--- config.mk ---
export PLATFORM = sky130hd
export DESIGN_NAME = uart_stream_arbiter
export DESIGN_NICKNAME = d
export VERILOG_FILES = /design/src/rtl/uart_stream_arbiter.sv
export SDC_FILE = /design/constraint.sdc
export NUM_CORES = 1
export LEC_CHECK = 0
export ABC_AREA = 1
export BUFFER_PORTS_ARGS = -buffer_cell sky130_fd_sc_hd__buf_2
export CAP_MARGIN = 5
export CORE_MARGIN = 2
export CORE_UTILIZATION = 50
export DETAILED_ROUTE_END_ITERATION = 10
export PLACE_DENSITY_LB_ADDON = 0.05
export SLEW_MARGIN = 20
export SYNTH_ARGS = -nofsm -noshare
export SYNTH_HDL_FRONTEND = slang
export SYNTH_SLANG_ARGS = --single-unit
--- constraint.sdc ---
create_clock -name clk -period 2.1 [get_ports clk]
set_input_delay 0.21 -clock clk [delete_from_list [all_inputs] [get_ports clk]]
set_output_delay 0.21 -clock clk [all_outputs]
set_load 0.01 [all_outputs]
--- src/rtl/uart_stream_arbiter.sv ---
// uart_stream_arbiter: shares one UART byte transmitter between two
// non-stallable byte sources (ch0 = ADC samples, ch1 = SD-card reads).
// Each source lands in its own first-word-fall-through FIFO; bursts of up to
// BURST_MAX bytes are granted round-robin.
// Build option: define ARB_FRAMING_EN to frame every burst with a header byte
// (0xA0 | channel) and a length byte. Left undefined, only payload is sent.

// Per-channel FWFT FIFO with registered occupancy and saturating drop counter.
module uart_stream_arbiter_fifo #(
    parameter int unsigned DEPTH = 16
) (
    input  logic                         clk,
    input  logic                         rst,
    input  logic                         wr_valid,
    input  logic [7:0]                   wr_data,
    input  logic                         pop,
    output logic [7:0]                   head_c,
    output logic [$clog2(DEPTH):0]       count,
    output logic [7:0]                   drops
);
    localparam int unsigned AW = $clog2(DEPTH);
    localparam int unsigned CW = AW + 1;

    logic [7:0]    mem [DEPTH];
    logic [AW-1:0] wr_ptr;
    logic [AW-1:0] rd_ptr;
    logic          full;
    logic          push_ok;
    logic          pop_ok;

    // Fullness is judged on the count at the start of the cycle, so a
    // same-cycle pop never rescues a write to a full FIFO.
    assign full    = (count == CW'(DEPTH));
    assign push_ok = wr_valid && !full;
    assign pop_ok  = pop && (count != '0);
    assign head_c  = mem[rd_ptr];

    // Storage array; contents are don't-care while empty, so no reset.
    always_ff @(posedge clk) begin
        if (push_ok) begin
            mem[wr_ptr] <= wr_data;
        end
    end

    // Pointers, occupancy and drop counter.
    always_ff @(posedge clk) begin
        if (rst) begin
            wr_ptr <= '0;
            rd_ptr <= '0;
            count  <= '0;
            drops  <= '0;
        end else begin
            if (push_ok) begin
                wr_ptr <= wr_ptr + AW'(1);
            end
            if (pop_ok) begin
                rd_ptr <= rd_ptr + AW'(1);
            end
            case ({push_ok, pop_ok})
                2'b10:   count <= count + CW'(1);
                2'b01:   count <= count - CW'(1);
                default: count <= count;
            endcase
            if (wr_valid && full && (drops != 8'hFF)) begin
                drops <= drops + 8'd1;
            end
        end
    end
endmodule

// Top level: two channel FIFOs plus the burst arbiter/framer FSM.
module uart_stream_arbiter #(
    parameter int unsigned FIFO_DEPTH = 16,
    parameter int unsigned BURST_MAX  = 8
) (
    input  logic       clk,
    input  logic       rst,
    input  logic       ch0_axiiv,
    input  logic [7:0] ch0_axiid,
    input  logic       ch1_axiiv,
    input  logic [7:0] ch1_axiid,
    input  logic       tx_ready,
    output logic       tx_valid,
    output logic [7:0] tx_data,
    output logic       grant,
    output logic       busy,
    output logic [7:0] ch0_drops,
    output logic [7:0] ch1_drops
);
    localparam int unsigned CW = $clog2(FIFO_DEPTH) + 1;
    localparam int unsigned LW = (CW > 8) ? CW : 8;

    typedef enum logic [1:0] {
        ST_IDLE,
        ST_HEADER,
        ST_LENGTH,
        ST_PAYLOAD
    } state_t;

    state_t        state_q;
    state_t        state_d;
    logic [7:0]    len_q;
    logic [7:0]    len_d;
    logic          grant_q;
    logic          grant_d;
    logic          sel;
    logic          pop0;
    logic          pop1;
    logic [7:0]    head0;
    logic [7:0]    head1;
    logic [CW-1:0] count0;
    logic [CW-1:0] count1;

    uart_stream_arbiter_fifo #(.DEPTH(FIFO_DEPTH)) u_fifo0 (
        .clk      (clk),
        .rst      (rst),
        .wr_valid (ch0_axiiv),
        .wr_data  (ch0_axiid),
        .pop      (pop0),
        .head_c   (head0),
        .count    (count0),
        .drops    (ch0_drops)
    );

    uart_stream_arbiter_fifo #(.DEPTH(FIFO_DEPTH)) u_fifo1 (
        .clk      (clk),
        .rst      (rst),
        .wr_valid (ch1_axiiv),
        .wr_data  (ch1_axiid),
        .pop      (pop1),
        .head_c   (head1),
        .count    (count1),
        .drops    (ch1_drops)
    );

    // Burst length is the current occupancy clipped to BURST_MAX.
    function automatic logic [7:0] burst_len(input logic [CW-1:0] cnt);
        if (LW'(cnt) > LW'(BURST_MAX)) begin
            return 8'(BURST_MAX);
        end
        return 8'(cnt);
    endfunction

    assign grant = grant_q;
    assign busy  = (state_q != ST_IDLE);

    // State, latched burst length and owning channel.
    always_ff @(posedge clk) begin
        if (rst) begin
            state_q <= ST_IDLE;
            len_q   <= 8'd0;
            grant_q <= 1'b1;
        end else begin
            state_q <= state_d;
            len_q   <= len_d;
            grant_q <= grant_d;
        end
    end

    // Next-state, transmit byte selection and FIFO pops.
    always_comb begin
        state_d  = state_q;
        len_d    = len_q;
        grant_d  = grant_q;
        sel      = 1'b0;
        tx_valid = 1'b0;
        tx_data  = 8'd0;
        pop0     = 1'b0;
        pop1     = 1'b0;
        case (state_q)
            ST_IDLE: begin
                if ((count0 != '0) || (count1 != '0)) begin
                    // On a tie the channel that did not own the last burst wins.
                    if ((count0 != '0) && (count1 != '0)) begin
                        sel = ~grant_q;
                    end else begin
                        sel = (count1 != '0);
                    end
                    grant_d = sel;
                    len_d   = sel ? burst_len(count1) : burst_len(count0);
`ifdef ARB_FRAMING_EN
                    state_d = ST_HEADER;
`else
                    state_d = ST_PAYLOAD;
`endif
                end
            end
`ifdef ARB_FRAMING_EN
            ST_HEADER: begin
                tx_valid = 1'b1;
                tx_data  = 8'hA0 | {7'd0, grant_q};
                if (tx_ready) begin
                    state_d = ST_LENGTH;
                end
            end
            ST_LENGTH: begin
                tx_valid = 1'b1;
                tx_data  = len_q;
                if (tx_ready) begin
                    state_d = ST_PAYLOAD;
                end
            end
`endif
            ST_PAYLOAD: begin
                tx_valid = 1'b1;
                tx_data  = grant_q ? head1 : head0;
                if (tx_ready) begin
                    pop0  = !grant_q;
                    pop1  = grant_q;
                    len_d = len_q - 8'd1;
                    if (len_q == 8'd1) begin
                        state_d = ST_IDLE;
                    end
                end
            end
            default: begin
                state_d = ST_IDLE;
            end
        endcase
    end
endmodule

# Word level (Yosys, flattened, before mapping)
# Memories as Yosys holds them, arrays and structs flattened. A register that Yosys moved wholly into a read port is not among the register bits.
# Cells that the tools add are included.
[totals]
regBits = 53
ramBits = 256
in_bits = 21
out_inout_bits = 27
wordCells = 101
n_memories = 2
[op_classes]
add_sub_neg = 11
order_cmp = 2
eq_ne = 13
mux = 38
n_bitwise = 1
reduce_logical = 23
[mem_list]
columns = ["memory", "depth", "width", "read_ports", "rd_clocked_by_memory_dff", "wr", "line", "source"]
rows = [
  ["u_fifo0.mem", 16, 8, 1, 1, 1, "24", "logic [7:0] mem [DEPTH];"],
  ["u_fifo1.mem", 16, 8, 1, 1, 1, "24", ""],
]
[op_table]
columns = ["op", "n"]
rows = [
  ["two-way mux 8 bit", 9],
  ["one-hot mux 5 bit (2 select lines)", 2],
  ["two-way mux 1 bit", 18],
  ["adder 4 x 1 -> 4 bit (second input constant)", 4],
  ["adder 8 x 1 -> 8 bit (second input constant)", 2],
  ["two-way mux 4 bit", 4],
  ["inequality test 8 bit (second input constant)", 2],
  ["one-hot mux 8 bit (2 select lines)", 1],
  ["adder 5 x 1 -> 5 bit (second input constant)", 2],
  ["equality test 5 bit (second input constant)", 2],
  ["> comparator 5 x 4 -> 1 bit (second input constant)", 2],
  ["nonzero test 5 bit", 2],
  ["subtractor 5 x 1 -> 5 bit (second input constant)", 2],
  ["logical AND 1 bit", 9],
  ["equality test 8 x 1 -> 1 bit (second input constant)", 1],
  ["nonzero test 2 bit", 4],
  ["subtractor 8 x 1 -> 8 bit (second input constant)", 1],
  ["equality test 2 bit (second input constant)", 3],
  ["two-way mux 2 bit", 3],
  ["inequality test 2 bit (second input constant)", 3],
  ["AND reduction 3 bit", 2],
  ["equality test 2 x 1 -> 1 bit (second input constant)", 2],
  ["one-hot mux 2 bit (2 select lines)", 1],
  ["logical NOT 1 bit", 3],
  ["4 further kinds", 4],
]

# Longest topological paths before layout
# Gate-level depths: netlist (run 1).
[logic_depth]
depth_word = 8
depth_mapped = 16
depth_no_buf = 15

# Cells and area by module
# From an unflattened synthesis (run 1), not the netlist that was laid out.
[hier_totals]
hier_cells = 1210
hier_area_um2 = 13745.7
[by_module_without_submodules]
columns = ["module", "n_inst", "cells_per_inst", "area_per_inst_um2", "seq_area_each_um2"]
rows = [
  ["uart_stream_arbiter_fifo (u_fifo1)", 1, 531, 6431.2, 4344.2],
  ["uart_stream_arbiter_fifo (u_fifo0)", 1, 530, 6428.7, 4344.2],
  ["uart_stream_arbiter", 1, 149, 885.8, 200.2],
]

# Worst setup path before layout (run 1)
# No wires, ideal clock.
[synth_timing]
path_type = "reg-to-reg"
from = "reg grant_q (netlist: grant)"
to = "reg u_fifo0.count[4]"
setup_time_ns = 0.070
arrival_ns = 2.171
required_ns = 2.030
path_slack_ns = -0.141
stages_incl_launch_ff = 13
path_buffers = 1
synth_period_minus_slack_ns = 2.241
path_cell_list = "dfxtp_1 clkbuf_1 nor2_1 nand2_1 inv_1 ha_1 xor2_1 ha_1 a21o_1 a31oi_1 xor2_1 nand2_1 a21oi_1"
[synth_via]
elab_chain_cells = 6
elab_cells_between_ends = 8
classes_between = "eq/ne (2); mux (3); reduce/logical (3)"
[synth_rtl]
columns = ["element", "line", "source"]
rows = [
  ["from (decl)", "104", "logic grant_q;"],
  ["from (signal assigned)", "156", "grant_q <= grant_d;"],
  ["logical NOT 1 bit (*)", "208", "pop0 = !grant_q;"],
  ["two-way mux 1 bit (*)", "207", "if (tx_ready) begin"],
  ["two-way mux 1 bit (*)", "170", "case (state_q)"],
  ["logical AND 1 bit (*)", "35", "assign pop_ok = pop && (count != '0);"],
  ["equality test 2 x 1 -> 1 bit / equality test 2 bit (equally long branches)", "59", "case ({push_ok, pop_ok})"],
  ["one-hot mux 5 bit (2 select lines) / nonzero test 2 bit (equally long branches)", "n/a", ""],
  ["to (signal assigned)", "60", "2'b10: count <= count + CW'(1);"],
  ["to (signal assigned)", "61", "2'b01: count <= count - CW'(1);"],
  ["to (signal assigned)", "62", "default: count <= count;"],
  ["to (decl)", "18", "output logic [$clog2(DEPTH):0] count,"],
]
# Every way passes the cells marked *; elsewhere a longest branch is shown, timed or not.
# A chain may end at the register's enable or synchronous reset.

==> results of run 1 <==
[cells in the mapped netlist, types with 2 or more instances]
cell type,count
a21oi_1,69
buf_1,3
buf_2,23
buf_4,6
clkbuf_1,26
clkbuf_2,2
dfxtp_1,60
edfxtp_1,256
ha_1,20
inv_1,124
inv_2,6
nand2_1,126
nand2_2,4
nand2_4,3
nand3_1,100
nand3_2,3
nand4_1,3
nor2_1,160
nor2_2,5
nor3_1,11
nor3b_1,4
o211ai_1,32
o21a_1,2
o21ai_0,126
o21ai_1,6
o21bai_1,2
o221ai_1,32
xnor2_1,7
xor2_1,12
[metrics by stage]
| stage | hold WS, ns | setup TNS [ns] | area [um2] | power [mW] | setup WS, ns |
|---|---|---|---|---|---|
| CTS | 0.01963 | -1.961 | 16140 | 16.49 | -0.2771 |
| floorplan | 0.3089 | 0 | 13570 | 9.443 | 0.01413 |
| global route | 0.04455 | -2.765 | 16380 | 17.41 | -0.3675 |
| global placement | 0.4536 | -0.05570 | 14570 | 10.50 | -0.05570 |
| detailed placement | 0.4588 | -0.07586 | 14570 | 10.52 | -0.07384 |
| finish | 0.03455 | -1.853 | 16380 | 16.62 | -0.2980 |
[flip-flops by register name (all words and copies together), names as in the netlist, 4 cells and up, named ones only]
signal and cells:
u_fifo0.drops 8, u_fifo0.mem 128, u_fifo0.count 5, u_fifo1.wr_ptr 4, u_fifo1.drops 8, u_fifo1.mem 128, len_q 8, u_fifo0.wr_ptr 4
u_fifo1.rd_ptr 4, u_fifo0.rd_ptr 4, u_fifo1.count 5
[power by group through the flow]
stage / combinational (mW) / sequential, mW / clock (mW)
floorplan: 2.10 / 7.34 / 0
global placement: 3.14 / 7.37 / 0
detailed placement: 3.15 / 7.37 / 0
CTS: 3.44 / 7.26 / 5.79
global route: 4.04 / 7.32 / 6.04
finish: 3.62 / 7.29 / 5.71
[worst max path at each step]
stage	startpoint	to	slack, ns	cells after the start
finish	flip-flop	tx_data[0]	-0.30	10
global route	flip-flop	tx_data[0]	-0.37	10
CTS	flip-flop	tx_data[1]	-0.28	10
detailed placement	u_fifo0.count[0]	u_fifo0.count[4]	-0.07	12
global placement	u_fifo0.count[0]	u_fifo0.count[4]	-0.06	12
floorplan	u_fifo0.count[0]	u_fifo0.count[4]	0.01	12
[layer usage]
metal	routed length (um)	global-route usage, %	part of all wire [%]	vias up
met5	0	0	0	-
met2	15590	36.10	47	281
met4	473	4.385	1.4	0
li1	-	-	-	4613
met3	2343	3.858	7.0	35
met1	14940	34.04	45	4610
[logic make-up (layout without fill, tap and decap cells)]
kind of cell             count (synthesis)  in the layout  synth area share [%]
AND/OR/NAND/NOR                        423            423                 13.68
flip-flops                             316            316                 65.51
AO/OA/AOI/OAI                          275            275                 11.95
buffers and inverters                  192            334                 5.782
adder cells (fa/ha/maj)                 20             20                 1.844
XOR/XNOR                                19             19                 1.226
[worst register-to-register path, delay by kind of cell (launching register included)]
kind                       cells  cell delay, ns
AOI/OAI and AO/OA              3            0.48
DFF                            1            0.33
buffers and inverters          1            0.05
and+or+nand+nor                4            0.53
xor gates and xnor gates       2            0.31
adders and majority gates      2            0.33
[layout make-up]
type                       instances  area, um2  area share, %
sequential                       316       8909          54.40
multi-input combinational        737       4168          25.45
timing repair buffer             140       1295          7.908
clock buffer                      53       1018          6.219
inverter                         131      514.2          3.140
tap                              341      426.7          2.605
clock inverter                    10      45.04         0.2751
[layout by cell type (no fill, tap or decap), drive strengths merged]
| cell | count |
|---|---|
| edfxtp | 256 |
| nor2 | 165 |
| buf | 136 |
| nand2 | 133 |
| o21ai | 132 |
| inv | 129 |
| nand3 | 103 |
| a21oi | 69 |
| dfxtp | 60 |
| clkbuf | 56 |
| o211ai | 32 |
| o221ai | 32 |
| ha | 20 |
| nor3 | 12 |
| xor2 | 12 |
| clkinv | 10 |
| xnor2 | 7 |
| nor3b | 4 |
| nand4 | 4 |
| o21a | 2 |
| o21bai | 2 |
| clkinvlp | 2 |
| nor4 | 2 |
| a211oi | 1 |
| a21o | 1 |
| o31ai | 1 |
| a31oi | 1 |
| a22oi | 1 |
| a221oi | 1 |
| bufbuf | 1 |
[what timing repair did]
action                     CTS  global route
resized for setup           47            58
gates cloned                 8             2
hold endpoints to repair     0             0
setup endpoints to repair   17            58
buffers inserted            13             1
pin swaps                   26            27
==> flow_summary.toml, run 1 <==
[worst_setup_path]
cp_max_fo = 8
r2r_cells = 12
reg2reg_slack_ns = 0.01
crit_arrival_ns = 2.19
path_buf_inv = 4
path_class = "flip-flop to primary output"
slowest_delay_ns = 0.41
required_ns = 1.89
crit_family = "buffers and inverters"
rr_endpoint = "u_fifo0.count[4]"
cp_cell_sequence = "buf_12, buf_8, buf_16, nor2_1, o221ai_1, nand3_1, nand2_1, nor2_1, nor2_1, buf_2"
cp_common_cell = "nor2_1"
crit_path_end_kind = "primary output"
startpoint_type = "flip-flop"
critical-path-slowest-cell = "dfxtp_4"
r2r_start = "u_fifo0.count[0]"

[synthesis]
synthTopCellsByArea = "edfxtp_1 (57%), dfxtp_1 (8.9%), o21ai_0 (4.6%)"
syn_avg_cell_area_um2 = 10.90
synth_top_flop_cell = "edfxtp_1"
synth-seq-cells = 316
synth_edf_count = 256
netlist_instances = 1245
synth.top_cell.area_share_pct = 56.66
yosysUniqueCellTypes = 41
synthesis.nets = 1286
async_flop_share_pct = 0
synth.cell_area_mm2 = 0.01357
yosys.area.top_type = "edfxtp_1"
yosysSeqAreaShare_pct = 65.51
synth_warnings = 0

[sta]
period_needed_ns = 2.398
skew_ns = 0.01922
worst_slew_pin_slew_ns = 0.5612
rsz0062_at_grt = "yes"
slew_violations = 0
setup_viol = 8
fmax_ghz = 0.4170
period_share_pct = 114.2
setup_ws_ns = -0.2980
relSlewSlack_pct = 62.54
timing_hold_violations_final = 0

[clock_network]
clk_pin_slew_worst_paths_ns = 0.06
numCtsBuffers = 35
cts_sinks = 316
clock-root-buffer = "clkbuf_16"
hold_buffers = 0
clk_latency_ns = 0.51
htree_num_levels = 2
clockBufferDepth = 3
cts_tree = "done"

[outcome]
violations = "negative setup slack"
outcome = "finished with violations"

[final_layout]
nNetsFinal = 1402
drive_gt1_share_pct = 20.33
final_util_pct = 61.10
nFillCells = 2134
stdcell_count = 1728
area_growth_pct = 20.69
diodes = 0

[grt]
grt_pass1_vias = 8920
grt_pass1_wl_mm = 50.07
grt_max_degree = 44
gr-usage-all-layers_pct = 22.95
antenna_found_initial = 0
grt_overflow_total = 0

[routing]
drt-pass1-iter-count = 5
drc_errors = 0
wirelength_mm = 33.35
ant_nets = 0
via_per_inst = 5.520
vias = 9539
avgRoutedWirePerCell_um = 19.30
drtIter0Drc = 864

[power]
leakagePower_nw = 6.119
switching_share_pct = 28.97
power.switching_mw = 4.815
seqPwrFrac_pct = 43.9
clockPowerShare_pct = 34.4
max-vdd-ir-drop_uv = 665.6
p_per_area_mw_per_mm2 = 1015
combPwrFrac_pct = 21.8
intPower_mw = 11.80

[placement]
dpl.hpwl_mm = 19.85
dp_cells = 1641
place_congestion = 0.8153
port_buffers = 47

[floorplanning]
initial_core_util_pct = 50.63
core-area_mm2 = 0.02680
row_count = 60
chipWidth_um = 168.7
io-pin-count = 48
die-area_mm2 = 0.02847
die_h_um = 168.7

[min_path]
hold_path_end = "u_fifo1.wr_ptr[1]"
min_from = "ch1_axiiv"
hp-class = "primary input to flip-flop"
holdPathStages = 3

[flow_run]
max-cap-violations = 0
No activity file was read; power rests on OpenSTA's default activity.
==> run 2: changes to the inputs <==
--- a/config.mk
+++ b/config.mk
@@ -5,7 +5,6 @@
 export SDC_FILE = /design/constraint.sdc
 export NUM_CORES = 1
 export LEC_CHECK = 0
-export ABC_AREA = 1
 export BUFFER_PORTS_ARGS = -buffer_cell sky130_fd_sc_hd__buf_2
 export CAP_MARGIN = 5
 export CORE_MARGIN = 2
==> flow_summary.toml, run 2 <==
[outcome]
outcome = "finished with violations"
violations = "negative setup slack"

[synthesis]
syn_avg_cell_area_um2 = 16.14
yosysSeqAreaShare_pct = 68.31
async_flop_share_pct = 0
yosys-top-cells-count = "edfxtp_1 (256), nor2_1 (84), mux4_2 (64), dfxtp_1 (60), a22oi_1 (33)"
synthesis.nets = 847
netlist_instances = 806
yosysUniqueCellTypes = 67
yosys.area.top_type = "edfxtp_1"
synthTopCellsByArea = "edfxtp_1 (59%), mux4_2 (11%), dfxtp_1 (9.2%)"
synth_warnings = 0
yosysMostFrequentCell = "edfxtp_1"
synth_edf_count = 256
synth-seq-cells = 316
synth_top_flop_cell = "edfxtp_1"
synth.top_cell.area_share_pct = 59.08
synth.cell_area_mm2 = 0.01301

[worst_setup_path]
crit_arrival_ns = 2.39
required_ns = 1.89
startpoint_type = "flip-flop"
crit_path_end_kind = "primary output"
path_class = "flip-flop to primary output"
reg2reg_slack_ns = -0.16
cp_max_fo = 8
r2r_start = "u_fifo0.count[2]"
rr_endpoint = "u_fifo0.count[4]"
r2r_cells = 12

[sta]
slew_violations = 0
relSlewSlack_pct = 50.89
hold_slack_ns = 0.1053
period_needed_ns = 2.602
setup_ws_ns = -0.5016
worst_slew_pin_slew_ns = 0.7327
rsz0062_at_grt = "yes"
timing_hold_violations_final = 0
fmax_ghz = 0.3844
setup_viol = 13
period_share_pct = 123.9
skew_ns = 0.02022

[placement]
place_congestion = 0.8389
port_buffers = 47
dpl.hpwl_mm = 18.29
dp_cells = 1218

[floorplanning]
core-area_mm2 = 0.02584
initial_core_util_pct = 50.36
chipWidth_um = 165.3
die-area_mm2 = 0.02733
io-pin-count = 48
die_h_um = 165.3
row_count = 59

[clock_network]
clk_latency_ns = 0.50
clockBufferDepth = 3
numCtsBuffers = 34
htree_num_levels = 2
clock-root-buffer = "clkbuf_16"
hold_buffers = 0
cts_tree = "done"
cts_sinks = 316
clk_pin_slew_worst_paths_ns = 0.06

[flow_run]
max-cap-violations = 0

[grt]
antenna_found_initial = 0
grt_pass1_wl_mm = 43.00
grt_overflow_total = 0
grt_max_degree = 33
grt_pass1_vias = 7541
gr-usage-all-layers_pct = 21.06

[routing]
drtIter0Drc = 540
drt-pass1-iter-count = 4
ant_nets = 0
drc_errors = 0
avgRoutedWirePerCell_um = 21.61
via_per_inst = 5.697
vias = 7372
wirelength_mm = 27.96

[power]
max-vdd-ir-drop_uv = 1019
p_per_area_mw_per_mm2 = 970.2
leakagePower_nw = 5.339

[final_layout]
nNetsFinal = 975
diodes = 0
final_util_pct = 61.54
layout_commonest_cell = "edfxtp_1"
nFillCells = 1923
final_cell_mix = "edfxtp_1 (256), buf_4 (74), mux4_2 (64), nor2_1 (60), dfxtp_1 (51)"
drive_gt1_share_pct = 38.37
area_growth_pct = 22.18
top_regs = "u_fifo0.mem: 128 flops, u_fifo1.mem: 128 flops"
seq_area_mm2 = 0.008905
stdcell_count = 1294
multi_input_area_mm2 = 0.004268

[min_path]
hold_path_end = "u_fifo0.mem[8][6]"
holdPathStages = 1
hp-class = "primary input to flip-flop"
min_from = "ch0_axiid[6]"
-- run 2: cell types whose count changed in the layout (fill, tap and decap cells not counted), sizes merged, moves of 17 or more --
cell,delta
nand2,-105
o221ai,-32
inv,-117
mux4,+64
o211ai,-29
a21oi,-40
clkbuf,-17
o21ai,-128
a22oi,+32
nand3,-95
nor2,-80
-- run 2: kinds of logic after synthesis --
kind of cell | Yosys count | synth area share [%]
DFF | 316 | 68.31
buffers and inverters | 56 | 2.029
muxes | 72 | 11.71
and+or+nand+nor | 203 | 8.163
xor gates and xnor gates | 36 | 2.423
AOI/OAI and AO/OA | 103 | 5.443
adders and majority gates | 20 | 1.923
-- run 2: what timing repair did --
item,CTS,global route
endpoints found under the setup margin,125,78
gates resized for setup,85,26
buffers inserted,13,1
pin swaps,34,18
gates cloned,2,0
-- run 2: worst max-delay path by stage --
stage | from | to | slack, ns | cells after the start
floorplan | u_fifo0.count[2] | u_fifo0.count[4] | -0.40 | 12
global placement | flip-flop | tx_data[7] | -0.17 | 6
detailed placement | u_fifo1.count[3] | u_fifo1.mem[0][1] | -0.26 | 4
CTS | flip-flop | tx_data[5] | -0.52 | 7
global route | flip-flop | tx_data[2] | -0.58 | 7
finish | flip-flop | tx_data[2] | -0.50 | 8
-- run 2: final cells by class --
cell class,count,area share [%]
clock buffers,39,5.603
clock inverters,22,1.661
inverters,12,0.3148
multi-input cells,434,26.84
flip-flops and latches,316,56.01
well taps,335,2.636
repair buffers,136,6.933
-- run 2: critical path: stages (launching register included) --
cell	delay [ns]
dfxtp_4	0.43
buf_12	0.14
buf_4	0.10
buf_4	0.10
mux4_2	0.50
a22oi_2	0.16
a21oi_2	0.08
or2_4	0.27
buf_6	0.12
-- run 2: routing by layer --
metal,global-route usage [%],wire length (um)
met5,0,0
met4,5.251,474
met2,34.89,13860
met1,29.73,12480
met3,3.072,1139
-- run 2: where the power goes --
part           switching, mW  internal, mW
registers              0.143          6.97
clock network           2.34          3.79
logic                   1.13          1.06
-- run 2: stage by stage --
stage | cell area (um2) | setup TNS, ns | power [mW] | worst slack (ns)
detailed placement | 14180 | -10.40 | 9.213 | -0.2609
floorplan | 13120 | -1.211 | 8.464 | -0.3988
global placement | 14180 | -3.173 | 9.131 | -0.1664
finish | 15900 | -4.334 | 15.43 | -0.5016
CTS | 15830 | -4.499 | 15.52 | -0.5186
global route | 15900 | -5.417 | 16.00 | -0.5757
==> run 3: changes to the inputs <==
--- a/config.mk
+++ b/config.mk
@@ -11,6 +11,7 @@
 export CORE_UTILIZATION = 50
 export DETAILED_ROUTE_END_ITERATION = 10
 export PLACE_DENSITY_LB_ADDON = 0.05
+export SETUP_SLACK_MARGIN = 0.15
 export SLEW_MARGIN = 20
 export SYNTH_ARGS = -nofsm -noshare
 export SYNTH_HDL_FRONTEND = slang
==> flow_summary.toml, run 3 (synthesis gave the netlist of run 2 again) <==
[floorplanning]
die_h_um = 165.3
chipWidth_um = 165.3
io-pin-count = 48
row_count = 59
core-area_mm2 = 0.02584
initial_core_util_pct = 50.36
die-area_mm2 = 0.02733

[sta]
setup_ws_ns = -0.5387
worst_slew_pin_slew_ns = 0.9250
period_needed_ns = 2.639
hold_slack_ns = 0.07613
period_share_pct = 125.7
setup_viol = 13
rsz0062_at_grt = "yes"
timing_hold_violations_final = 0
slew_violations = 0
skew_ns = 0.02452
fmax_ghz = 0.3790
relSlewSlack_pct = 38.21

[routing]
drt-pass1-iter-count = 4
wirelength_mm = 27.62
avgRoutedWirePerCell_um = 21.26
ant_nets = 0
drc_errors = 0
drtIter0Drc = 543
via_per_inst = 5.701
vias = 7405

[clock_network]
clk_pin_slew_worst_paths_ns = 0.06
clk_latency_ns = 0.52
clockBufferDepth = 3
cts_tree = "done"
cts_sinks = 316
numCtsBuffers = 34
htree_num_levels = 2
clock-root-buffer = "clkbuf_16"
hold_buffers = 0

[worst_setup_path]
crit_family = "multiplexers"
crit_arrival_ns = 2.43
slowest_delay_ns = 0.51
crit_path_end_kind = "primary output"
r2r_start = "u_fifo1.count[0]"
path_class = "flip-flop to primary output"
cp_max_fo = 5
required_ns = 1.89
startpoint_type = "flip-flop"
cp_cell_sequence = "buf_12, buf_12, buf_6, mux4_2, a22oi_2, a21oi_2, or2_4, buf_6"
critical-path-slowest-cell = "mux4_2"
path_buf_inv = 4

[final_layout]
layout_commonest_cell = "edfxtp_1"
multi_input_area_mm2 = 0.004349
nFillCells = 1884
final_cell_area_mm2 = 0.01615
nNetsFinal = 979
top_regs = "u_fifo0.mem: 128 flops, u_fifo1.mem: 128 flops"
drive_gt1_share_pct = 39.21
diodes = 0
final_util_pct = 62.52
area_growth_pct = 24.13
seq_area_mm2 = 0.008902
final_cell_mix = "edfxtp_1 (256), buf_4 (68), mux4_2 (64), nor2_1 (60), dfxtp_1 (53)"

[placement]
place_area_mm2 = 0.01425
dpl.hpwl_mm = 18.22
port_buffers = 47
place_congestion = 0.8313

[flow_run]
max-cap-violations = 0

[grt]
antenna_found_initial = 0
grt_pass1_wl_mm = 42.62
gr-usage-all-layers_pct = 20.82
grt_overflow_total = 0
grt_max_degree = 25
grt_pass1_vias = 7631

[power]
p_per_area_mw_per_mm2 = 952.1
leakagePower_nw = 5.401
power_mw = 15.38
max-vdd-ir-drop_uv = 759.3

[outcome]
outcome = "finished with violations"
violations = "negative setup slack"

[min_path]
min_from = "ch1_axiid[5]"
hp-class = "primary input to flip-flop"
[run 3: through the flow]
stage                     setup WS [ns]  TNS (ns)  std cells
after floorplan                 -0.3988    -1.211        806
after global placement          -0.1676    -5.730       1218
after detailed placement        -0.2224    -7.978       1218
after CTS                       -0.5769    -4.816       1296
after global routing            -0.6195    -5.581       1299
final                           -0.5387    -4.480       1299
[run 3: worst paths after layout]
kind                       endpoint  slack (ns)  cells after the start
hold / removal    u_fifo1.mem[6][5]        0.08                      1
setup / recovery         tx_data[1]       -0.54                      8
setup reg to reg   u_fifo1.count[2]       -0.13                     10
hold reg to reg    u_fifo0.drops[7]        0.50                      2
[run 3: power breakdown]
group	internal [mW]	switching [mW]	total [mW]
registers	6.97	0.137	7.10
logic	1.11	1.16	2.26
clock network	3.61	2.40	6.01
total	11.7	3.70	15.4
[run 3: layout make-up]
class | instances | area share [%]
sequential | 316 | 55.11
multi-input combinational | 434 | 26.92
timing repair buffer | 140 | 7.963
clock buffer | 41 | 5.616
tap | 335 | 2.595
clock inverter | 21 | 1.479
inverter | 12 | 0.3098
[run 3: metal layers]
metal | wire, um | global-route usage (%) | up-vias
li1 | - | - | 3408
met1 | 12300 | 28.80 | 3811
met2 | 13660 | 34.94 | 149
met3 | 1158 | 3.372 | 37
met4 | 501 | 5.016 | 0
met5 | 0 | 0 | -
[run 3: what timing repair did]
action / 4_1_cts / 5_1_grt
setup buffers: 12 / 3
pin swaps: 36 / 21
gates cloned: 4 / 0
gates resized for setup: 90 / 35
hold endpoints to repair: 0 / 0
endpoints found under the setup margin: 221 / 93
